$ cat src/rtl/ls_sequencer_if.sv
// Command port of the load-store sequencer: one LOAD/STORE descriptor per transfer.
// Latency: none (plain wires); a transfer happens when cmd_valid & cmd_ready at a rising edge.
// Backpressure: the slave drops cmd_ready while its command queue is full.
//
// Signals:
//   cmd_valid  master -> slave  descriptor present this cycle
//   cmd_ready  slave  -> master slave can accept a descriptor
//   cmd_op     master -> slave  0 = LOAD, 1 = STORE
//   cmd_rd     master -> slave  LOAD destination / STORE data source register
//   cmd_rb     master -> slave  base-address register
//   cmd_off    master -> slave  unsigned address offset
interface ls_sequencer_if;
    logic       cmd_valid;
    logic       cmd_ready;
    logic       cmd_op;
    logic [4:0] cmd_rd;
    logic [4:0] cmd_rb;
    logic [4:0] cmd_off;

    // Command source (decode unit, bench).
    modport master (
        output cmd_valid,
        output cmd_op,
        output cmd_rd,
        output cmd_rb,
        output cmd_off,
        input  cmd_ready
    );

    // Command sink (the sequencer).
    modport slave (
        input  cmd_valid,
        input  cmd_op,
        input  cmd_rd,
        input  cmd_rb,
        input  cmd_off,
        output cmd_ready
    );
endinterface

$ cat src/rtl/ls_sequencer.sv
// Load-store sequencer: queues LOAD/STORE commands and steps each through SETUP -> EXEC -> DONE.
// Latency: push at edge T0 -> SETUP T1 -> EXEC T2 -> write at T3 -> done during T3..T4; 1 cmd / 3 cycles.
// Backpressure: cmd_ready = !full from registered state; halt stalls the queue head, never the active command.
//
// Ports:
//   CLK, RST       clock and synchronous active-high reset
//   cmd            command port (ls_sequencer_if.slave): cmd_valid/cmd_ready, cmd_op/rd/rb/off
//   halt           blocks the next pop from the queue; the command in flight still completes
//   Ra, Rb, C, Rw  datapath selects (STORE data source, base, offset, register write target)
//   WE_RF, WE_MEM  register-file / data-memory write enables, asserted only in EXEC
//   busy           command in SETUP, EXEC or DONE
//   done, done_op  one-cycle completion pulse and the op of the finishing command
//   retired        wrapping count of completed commands
module ls_sequencer #(
    parameter int DEPTH = 4,    // command queue entries; power of two, >= 2
    parameter int CNTW  = 16    // width of the retired-command counter
) (
    input  logic            CLK,
    input  logic            RST,
    ls_sequencer_if.slave   cmd,
    input  logic            halt,
    output logic [4:0]      Ra,
    output logic [4:0]      Rb,
    output logic [4:0]      C,
    output logic [4:0]      Rw,
    output logic            WE_RF,
    output logic            WE_MEM,
    output logic            busy,
    output logic            done,
    output logic            done_op,
    output logic [CNTW-1:0] retired
);

    localparam int          AW       = $clog2(DEPTH);
    localparam logic [AW:0] FULL_CNT = (AW + 1)'(DEPTH);

    typedef struct packed {
        logic       op;     // 0 = LOAD, 1 = STORE
        logic [4:0] rd;
        logic [4:0] rb;
        logic [4:0] off;
    } cmd_t;

    typedef enum logic [1:0] {
        S_IDLE  = 2'd0,
        S_SETUP = 2'd1,
        S_EXEC  = 2'd2,
        S_DONE  = 2'd3
    } state_t;

    // ------------------------------------------------------------------
    // Command queue
    // ------------------------------------------------------------------
    cmd_t          fifo_mem [DEPTH];
    logic [AW-1:0] wr_ptr;
    logic [AW-1:0] rd_ptr;
    logic [AW:0]   fifo_cnt;
    logic          fifo_full;
    logic          fifo_empty;
    logic          push;
    logic          pop;
    cmd_t          in_cmd;
    cmd_t          head;

    assign in_cmd = '{op: cmd.cmd_op, rd: cmd.cmd_rd, rb: cmd.cmd_rb, off: cmd.cmd_off};

    assign fifo_full  = (fifo_cnt == FULL_CNT);
    assign fifo_empty = (fifo_cnt == '0);

    // Ready comes only from the registered occupancy, so a pop in the same
    // cycle never opens a slot combinationally. As a consequence a push can
    // never land on a full queue; a push and a pop together leave the count
    // unchanged.
    assign cmd.cmd_ready = !fifo_full;
    assign push          = cmd.cmd_valid && !fifo_full;
    assign head          = fifo_mem[rd_ptr];

    always_ff @(posedge CLK) begin
        if (RST) begin
            wr_ptr   <= '0;
            rd_ptr   <= '0;
            fifo_cnt <= '0;
        end else begin
            // DEPTH is a power of two, so the pointers wrap on their own.
            if (push) begin
                wr_ptr <= wr_ptr + AW'(1);
            end
            if (pop) begin
                rd_ptr <= rd_ptr + AW'(1);
            end
            case ({push, pop})
                2'b10:   fifo_cnt <= fifo_cnt + (AW + 1)'(1);
                2'b01:   fifo_cnt <= fifo_cnt - (AW + 1)'(1);
                default: fifo_cnt <= fifo_cnt;
            endcase
        end
    end

    // Storage needs no reset: entries are only read behind the write pointer.
    always_ff @(posedge CLK) begin
        if (push) begin
            fifo_mem[wr_ptr] <= in_cmd;
        end
    end

    // ------------------------------------------------------------------
    // Sequencing FSM
    // ------------------------------------------------------------------
    state_t state;
    state_t state_nxt;
    cmd_t   cur;

    always_ff @(posedge CLK) begin
        if (RST) begin
            state   <= S_IDLE;
            cur     <= '0;
            retired <= '0;
        end else begin
            state <= state_nxt;
            if (pop) begin
                cur <= head;
            end
            if (state == S_DONE) begin
                retired <= retired + CNTW'(1);
            end
        end
    end

    // A new command is taken only from IDLE or DONE; this is the single
    // point where halt acts, so a command already in flight always finishes.
    always_comb begin
        state_nxt = state;
        pop       = 1'b0;
        case (state)
            S_IDLE, S_DONE: begin
                if (!fifo_empty && !halt) begin
                    pop       = 1'b1;
                    state_nxt = S_SETUP;
                end else begin
                    state_nxt = S_IDLE;
                end
            end
            S_SETUP: state_nxt = S_EXEC;
            S_EXEC:  state_nxt = S_DONE;
            default: state_nxt = S_IDLE;
        endcase
    end

    // Datapath controls. Selects stay valid through DONE so the datapath
    // sees a stable command until the next pop replaces cur. The write
    // enables are masked by RST so a reset landing on EXEC never commits.
    always_comb begin
        Ra      = '0;
        Rb      = '0;
        C       = '0;
        Rw      = '0;
        WE_RF   = 1'b0;
        WE_MEM  = 1'b0;
        busy    = (state != S_IDLE);
        done    = (state == S_DONE);
        done_op = cur.op;
        if (state != S_IDLE) begin
            Ra = cur.rd;
            Rb = cur.rb;
            C  = cur.off;
            Rw = cur.rd;
        end
        if ((state == S_EXEC) && !RST) begin
            WE_MEM = cur.op;
            WE_RF  = !cur.op;
        end
    end

    // ------------------------------------------------------------------
    // Sanity properties
    // ------------------------------------------------------------------
    a_we_exclusive : assert property (@(posedge CLK) !(WE_RF && WE_MEM));
    a_cnt_bound    : assert property (@(posedge CLK) disable iff (RST) fifo_cnt <= FULL_CNT);
    a_exec_to_done : assert property (@(posedge CLK) disable iff (RST)
                                      (state == S_EXEC) |=> (state == S_DONE));
    a_setup_to_ex  : assert property (@(posedge CLK) disable iff (RST)
                                      (state == S_SETUP) |=> (state == S_EXEC));

endmodule

$ cat src/flat_wrapper.sv
// flat-port wrapper written by rule: the top's interface ports become plain ports
module ls_sequencer_flat 
#(
    parameter int DEPTH = 4,                                                
    parameter int CNTW  = 16                                           
)
  (CLK, RST, halt, Ra, Rb, C, Rw, WE_RF, WE_MEM, busy, done, done_op, retired, cmd_cmd_valid, cmd_cmd_op, cmd_cmd_rd, cmd_cmd_rb, cmd_cmd_off, cmd_cmd_ready);
  ls_sequencer_if cmd_i ();
  input  logic CLK;
  input  logic RST;
  input  logic halt;
  output logic [4:0] Ra;
  output logic [4:0] Rb;
  output logic [4:0] C;
  output logic [4:0] Rw;
  output logic WE_RF;
  output logic WE_MEM;
  output logic busy;
  output logic done;
  output logic done_op;
  output logic [CNTW-1:0] retired;
  input wire logic [$bits(cmd_i.cmd_valid)-1:0] cmd_cmd_valid;
  input wire logic [$bits(cmd_i.cmd_op)-1:0] cmd_cmd_op;
  input wire logic [$bits(cmd_i.cmd_rd)-1:0] cmd_cmd_rd;
  input wire logic [$bits(cmd_i.cmd_rb)-1:0] cmd_cmd_rb;
  input wire logic [$bits(cmd_i.cmd_off)-1:0] cmd_cmd_off;
  output wire logic [$bits(cmd_i.cmd_ready)-1:0] cmd_cmd_ready;
  assign cmd_i.cmd_valid = cmd_cmd_valid;
  assign cmd_i.cmd_op = cmd_cmd_op;
  assign cmd_i.cmd_rd = cmd_cmd_rd;
  assign cmd_i.cmd_rb = cmd_cmd_rb;
  assign cmd_i.cmd_off = cmd_cmd_off;
  assign cmd_cmd_ready = cmd_i.cmd_ready;
  ls_sequencer #(.DEPTH(DEPTH), .CNTW(CNTW)) u_core (.CLK(CLK), .RST(RST), .cmd(cmd_i), .halt(halt), .Ra(Ra), .Rb(Rb), .C(C), .Rw(Rw), .WE_RF(WE_RF), .WE_MEM(WE_MEM), .busy(busy), .done(done), .done_op(done_op), .retired(retired));
endmodule
$ cat config.mk
export PLATFORM = sky130hd
export DESIGN_NAME = ls_sequencer_flat
export DESIGN_NICKNAME = d
export VERILOG_FILES = /design/src/rtl/ls_sequencer_if.sv /design/src/rtl/ls_sequencer.sv /design/src/flat_wrapper.sv
export SDC_FILE = /design/constraint.sdc
export NUM_CORES = 1
export LEC_CHECK = 0
export CORE_MARGIN = 4
export CORE_UTILIZATION = 35
export CTS_BUF_LIST = sky130_fd_sc_hd__clkbuf_8
export DETAILED_ROUTE_END_ITERATION = 10
export SLEW_MARGIN = 20
export SYNTH_ARGS = -nofsm -noshare
export SYNTH_HDL_FRONTEND = slang
export SYNTH_SLANG_ARGS = --single-unit
export TNS_END_PERCENT = 1
$ cat constraint.sdc
create_clock -name CLK -period 3.42 [get_ports CLK]
set_input_delay 0.684 -clock CLK [delete_from_list [all_inputs] [get_ports CLK]]
set_output_delay 0.684 -clock CLK [all_outputs]
set_load 0.005 [all_outputs]
Word-level counts from Yosys, hierarchy flattened
Memory sizes are Yosys's and may differ from the RTL's. A register that Yosys moved wholly into a read port is not among the register bits. Cells that the tools add are included.

Register bits: 25. RAM bits: 64. Input bits: 20. Output and inout bits: 42. Word-level logic and storage cells: 42. Memories: 1.

Memory list: u_core.fifo_mem (words 4, width 16, rd ports 1, clocked after memory_dff 1, wr ports 1, line ls_sequencer.sv:54) `cmd_t fifo_mem [DEPTH];`.

$add $sub $neg: 5. Eq/ne operators: 6. Muxes and demuxes: 12. Reductions and logical operators: 13.

Operators by type and width (count): $add 16x1->16 const B (1); $mux 5 (3); $mux 1 (7); $eq 2x2->1 const B (3); $pmux 2 s3 (1); $pmux 3 s2 (1); $logic_not 1->1 (5); $add 2x1->2 const B (2); $eq 2x1->1 const B (2); $reduce_bool 2->1 (2); $add 3x1->3 const B (1); $eq 3x3->1 const B (1); $logic_and 1x1->1 (3); $logic_not 3->1 (1); $sub 3x1->3 const B (1); $logic_not 2->1 (1); $reduce_or 2->1 (1).

Longest topological paths before layout
Depth after elaboration: 7. Gate-level depth with buffers: 11. Mapped depth without buffers: 10.

Worst setup path after synthesis
Ideal clock, no wire load.

Path type: flip-flop to flip-flop. Start point: register u_core.state[0]. End point: register u_core.fifo_cnt[2]. Library setup time: 70 ps. Data arrival time: 2367 ps. Data required time: 3350 ps. Path slack: 983 ps. Stages on the path, launching flop included: 12. Buffers on the path: 1. Period minus slack after synthesis: 2437 ps. Cell sequence: dfxtp_1 -> inv_1 -> ha_1 -> or2_1 -> clkbuf_1 -> nor2_1 -> ha_1 -> inv_1 -> fa_1 -> xor2_1 -> or3_1 -> a21oi_1.

Word-level cells in the longest chain between the ends: 5. Elaborated cells on any way between the ends: 8. Classes of those cells: 3 x eq/ne; 2 x mux; 3 x reduce/logical.

Ends and longest elaborated chain: start: declaration (line ls_sequencer.sv:109) `state_t state;`; start signal: assignment (line ls_sequencer.sv:119) `state <= state_nxt;`; $eq 2x2->1 or $logic_not 2->1 (tied branches) (line ls_sequencer.sv:134) `case (state)`; $reduce_or 2->1 * (line ls_sequencer.sv:134); $mux 1 * (line ls_sequencer.sv:134); named net u_core.pop (line ls_sequencer.sv:61) `logic pop;`; $eq 2x1->1 or $eq 2x2->1 (tied branches) (line ls_sequencer.sv:91) `case ({push, pop})`; $pmux 3 s2 or $reduce_bool 2->1 (tied branches); end signal: assignment (line ls_sequencer.sv:92) `2'b10: fifo_cnt <= fifo_cnt + (AW + 1)'(1);`; end signal: assignment (line ls_sequencer.sv:93) `2'b01: fifo_cnt <= fifo_cnt - (AW + 1)'(1);`; end signal: assignment (line ls_sequencer.sv:94) `default: fifo_cnt <= fifo_cnt;`; end: declaration (line ls_sequencer.sv:57) `logic [AW:0] fifo_cnt;`.

The timed path passes the listed nets; every way through them passes the cells marked *. A chain may end at the register's enable or synchronous reset.

Worst setup path after layout
Start point: register u_core.state[1]. End point: output C[3].

Word-level cells in the longest chain between the ends: 2.

Ends and longest elaborated chain: $reduce_bool 2->1 (line ls_sequencer.sv:162) `if (state != S_IDLE) begin`; $mux 5 (line ls_sequencer.sv:162); end: declaration (line flat_wrapper.sv:14) `output logic [4:0] C;`.

No other way between the ends.

==> reports/metrics.cfg <==
[status]
status = finished clean

[run]
maxCapViolations = 0

[layout]
stdcell_area_um2 = 5290
fill_cells = 1142
final_nets = 414
synthToLayoutAreaGrowth_pct = 21.4
n_antenna_cell = 0
drive_above_1_share_pct = 13.1

[worst_hold_path]
worstHoldStart = u_core.cur[6]
min_path_type = reg2reg
holdPathEnd = u_core.cur[6]
worstHoldPathCells = 2

[sta]
hold_viol = 0
min_period_ns = 2.67
drv_slew = 0
totalNegativeSetupSlack_ns = 0
rsz0062_at_grt = false
holdWs_ns = 0.478
tightest_slew_ns = 0.939
fmaxAchievable_ghz = 0.375
skew_ns = 0.00741
relSlewSlack_pct = 37.3
setup_viol_count_final = 0
final.period_utilization_pct = 78.1

[worst_setup_path]
r2r_end = u_core.fifo_cnt[2]
critical_path.cell_chain = inv_1, ha_1, nor2b_1, clkdlybuf4s50_1
arrival_ns = 1.99
cp_top_family = buffers and inverters
max_stage_delay_ns = 0.54
crit_required_ns = 2.74
r2r_slack_ns = 0.96
cp_slowest_cell = clkdlybuf4s50_1
crit_fanout = 16
crit_type = reg2out
reg2regPathDepth = 10
cp-start-kind = flop
worst-path-buf-inv = 2
reg2reg_from = u_core.state[0]
end_kind = output port

[cts]
htreeDepth = 3
postCtsResizedCells = 0
post_cts_buffers = 0
root_buffer = clkbuf_8
cts_buffers = 9
clock_latency_ns = 0.37
clock_sinks = 105
holdBufCountCts = 0
clockBufferDepth = 2
cts.clk_slew.worst_paths_ns = 0.10
cts_tree = yes

[routing]
viasPerCell = 4.90
post-route-drc-count = 0
drtIter0Drc = 188
first_pass_iters = 4
wl_per_cell_um = 15.9
finalWirelength_mm = 8.85
vias = 2730
ant_nets = 0

[power]
ir_drop_uv = 267
p_leak_uw = 0.00172
p_per_area_nw_per_um2 = 580

[synth]
yosys.area.top_type = edfxtp_1
avgSynthCellArea_um2 = 13.3
synth_common_cells = edfxtp_1 (64), dfxtp_1 (41), a21oi_1 (28), nand3_1 (22), o21ai_0 (21)
synth.distinct_cells = 38
synth_top_area_share_pct = 44.1
synth_area_leaders = edfxtp_1 (44%), dfxtp_1 (19%), mux4_2 (8.3%), a21oi_1 (3.2%), nor2b_1 (2.9%)
ys_seq_area_share_pct = 62.9
synth-seq-cells = 105
synthCells = 328
syn_nets = 358
synthArstFlopShare_pct = 0
synth_warnings = 0
dominantRegCellSynth = edfxtp_1
synth_edf_count = 64
yosys.cell_count.top_type = edfxtp_1
synth_area_um2 = 4360

[placed_design]
placedInstanceArea_um2 = 5110
portBuffers = 61
dp.final_hpwl_mm = 5.79
place_congestion = 0.716

[floorplanning]
fp.dieW_um = 120
io_pins = 62
initial_utilization_pct = 36.0
core_area_um2 = 12100
die_y_um = 120
rows = 40
dieArea_um2 = 14300

[global_route]
gr-total-overflow = 0
grt_pass1_wl_mm = 14.3
antenna_found_initial = 0
track_usage_pct = 12.8
grt_pass1_vias = 2766
grt_max_degree = 30

final cells by class:
type	instances	area (um2)	share of cell area, %
clock buffers	9	124	2.34
inverters	11	41.3	0.780
clock inverters	7	52.6	0.993
well taps	168	210	3.97
repair buffers	71	686	13.0
multi-input cells	186	1440	27.1
flip-flops and latches	105	2740	51.8
sequential cells by signal (all words and copies together), names as in the netlist:
name / count
u_core.wr_ptr: 2
u_core.fifo_mem: 64
u_core.cur: 15
u_core.fifo_cnt: 3
u_core.rd_ptr: 2
u_core.retired: 16
u_core.done_op: 1
u_core.state: 2
through the flow:
step	total power, uW	setup slack (ns)	utilization [%]	instances
final	3070	0.750	43.7	557
after global routing	3270	0.567	43.7	557
after CTS	3130	0.689	43.7	557
after detailed placement	2420	0.628	42.2	541
after global placement	2390	0.680	42.2	541
after floorplan	2120	0.983	-	328
worst min-delay path, delay by kind of cell (launching register included):
kind | cells | cell delay, ns
compound gates | 2 | 0.12
flops | 1 | 0.32
cell usage in the layout, fill, tap and decap left out, types with 2 or more instances in the layout:
cell type and instances:
ha_1 9, clkinv_2 2, a21oi_1 28, mux2_2 4, nor4_1 4, inv_1 11, buf_4 10, dfxtp_1 41
mux4_2 16, xor2_1 5, a21o_1 2, nor2b_1 20, and3_1 4, nor2_1 16, or3_2 2, o31ai_1 4
nand4_2 2, or4_1 4, or3_1 4, edfxtp_1 64, nand3_1 22, nand4_1 3, inv_8 2, clkdlybuf4s50_1 61
clkbuf_8 9, o21ai_0 21, nand2_1 5
layer usage:
| metal | vias up | GRT usage (%) | part of all wire [%] |
|---|---|---|---|
| met5 | - | 0 | 0 |
| met4 | 0 | 4.44 | 1.9 |
| met3 | 11 | 4.38 | 4.7 |
| met2 | 70 | 21.9 | 51 |
| met1 | 1325 | 15.1 | 42 |
| li1 | 1324 | - | - |
power by group:
group / leakage [uW] / internal [uW] / switching (uW)
logic: 0.000708 / 361 / 442
registers: 0.000920 / 1490 / 73.0
clock network: 0.0000909 / 273 / 431
worst max-delay path by stage:
| stage | from | to | depth (start not counted) |
|---|---|---|---|
| 2_1_floorplan | u_core.state[0] | u_core.fifo_cnt[2] | 11 |
| 3_5_place_dp | halt | u_core.fifo_cnt[2] | 9 |
| 3_3_place_gp | halt | u_core.fifo_cnt[2] | 9 |
| 6_report | u_core.state[1] | C[3] | 4 |
| 4_1_cts | u_core.state[0] | Rw[1] | 4 |
| 5_1_grt | u_core.state[0] | C[0] | 4 |
logic make-up after synthesis:
group	count (synthesis)	share of synthesized area, %
fa+ha+maj	10	3.04
compound gates	58	7.24
mux	21	9.53
xor+xnor	6	1.21
buf+inv	37	4.13
simple gates	91	11.9
flops	105	62.9
No activity file was read; power rests on OpenSTA's default activity.
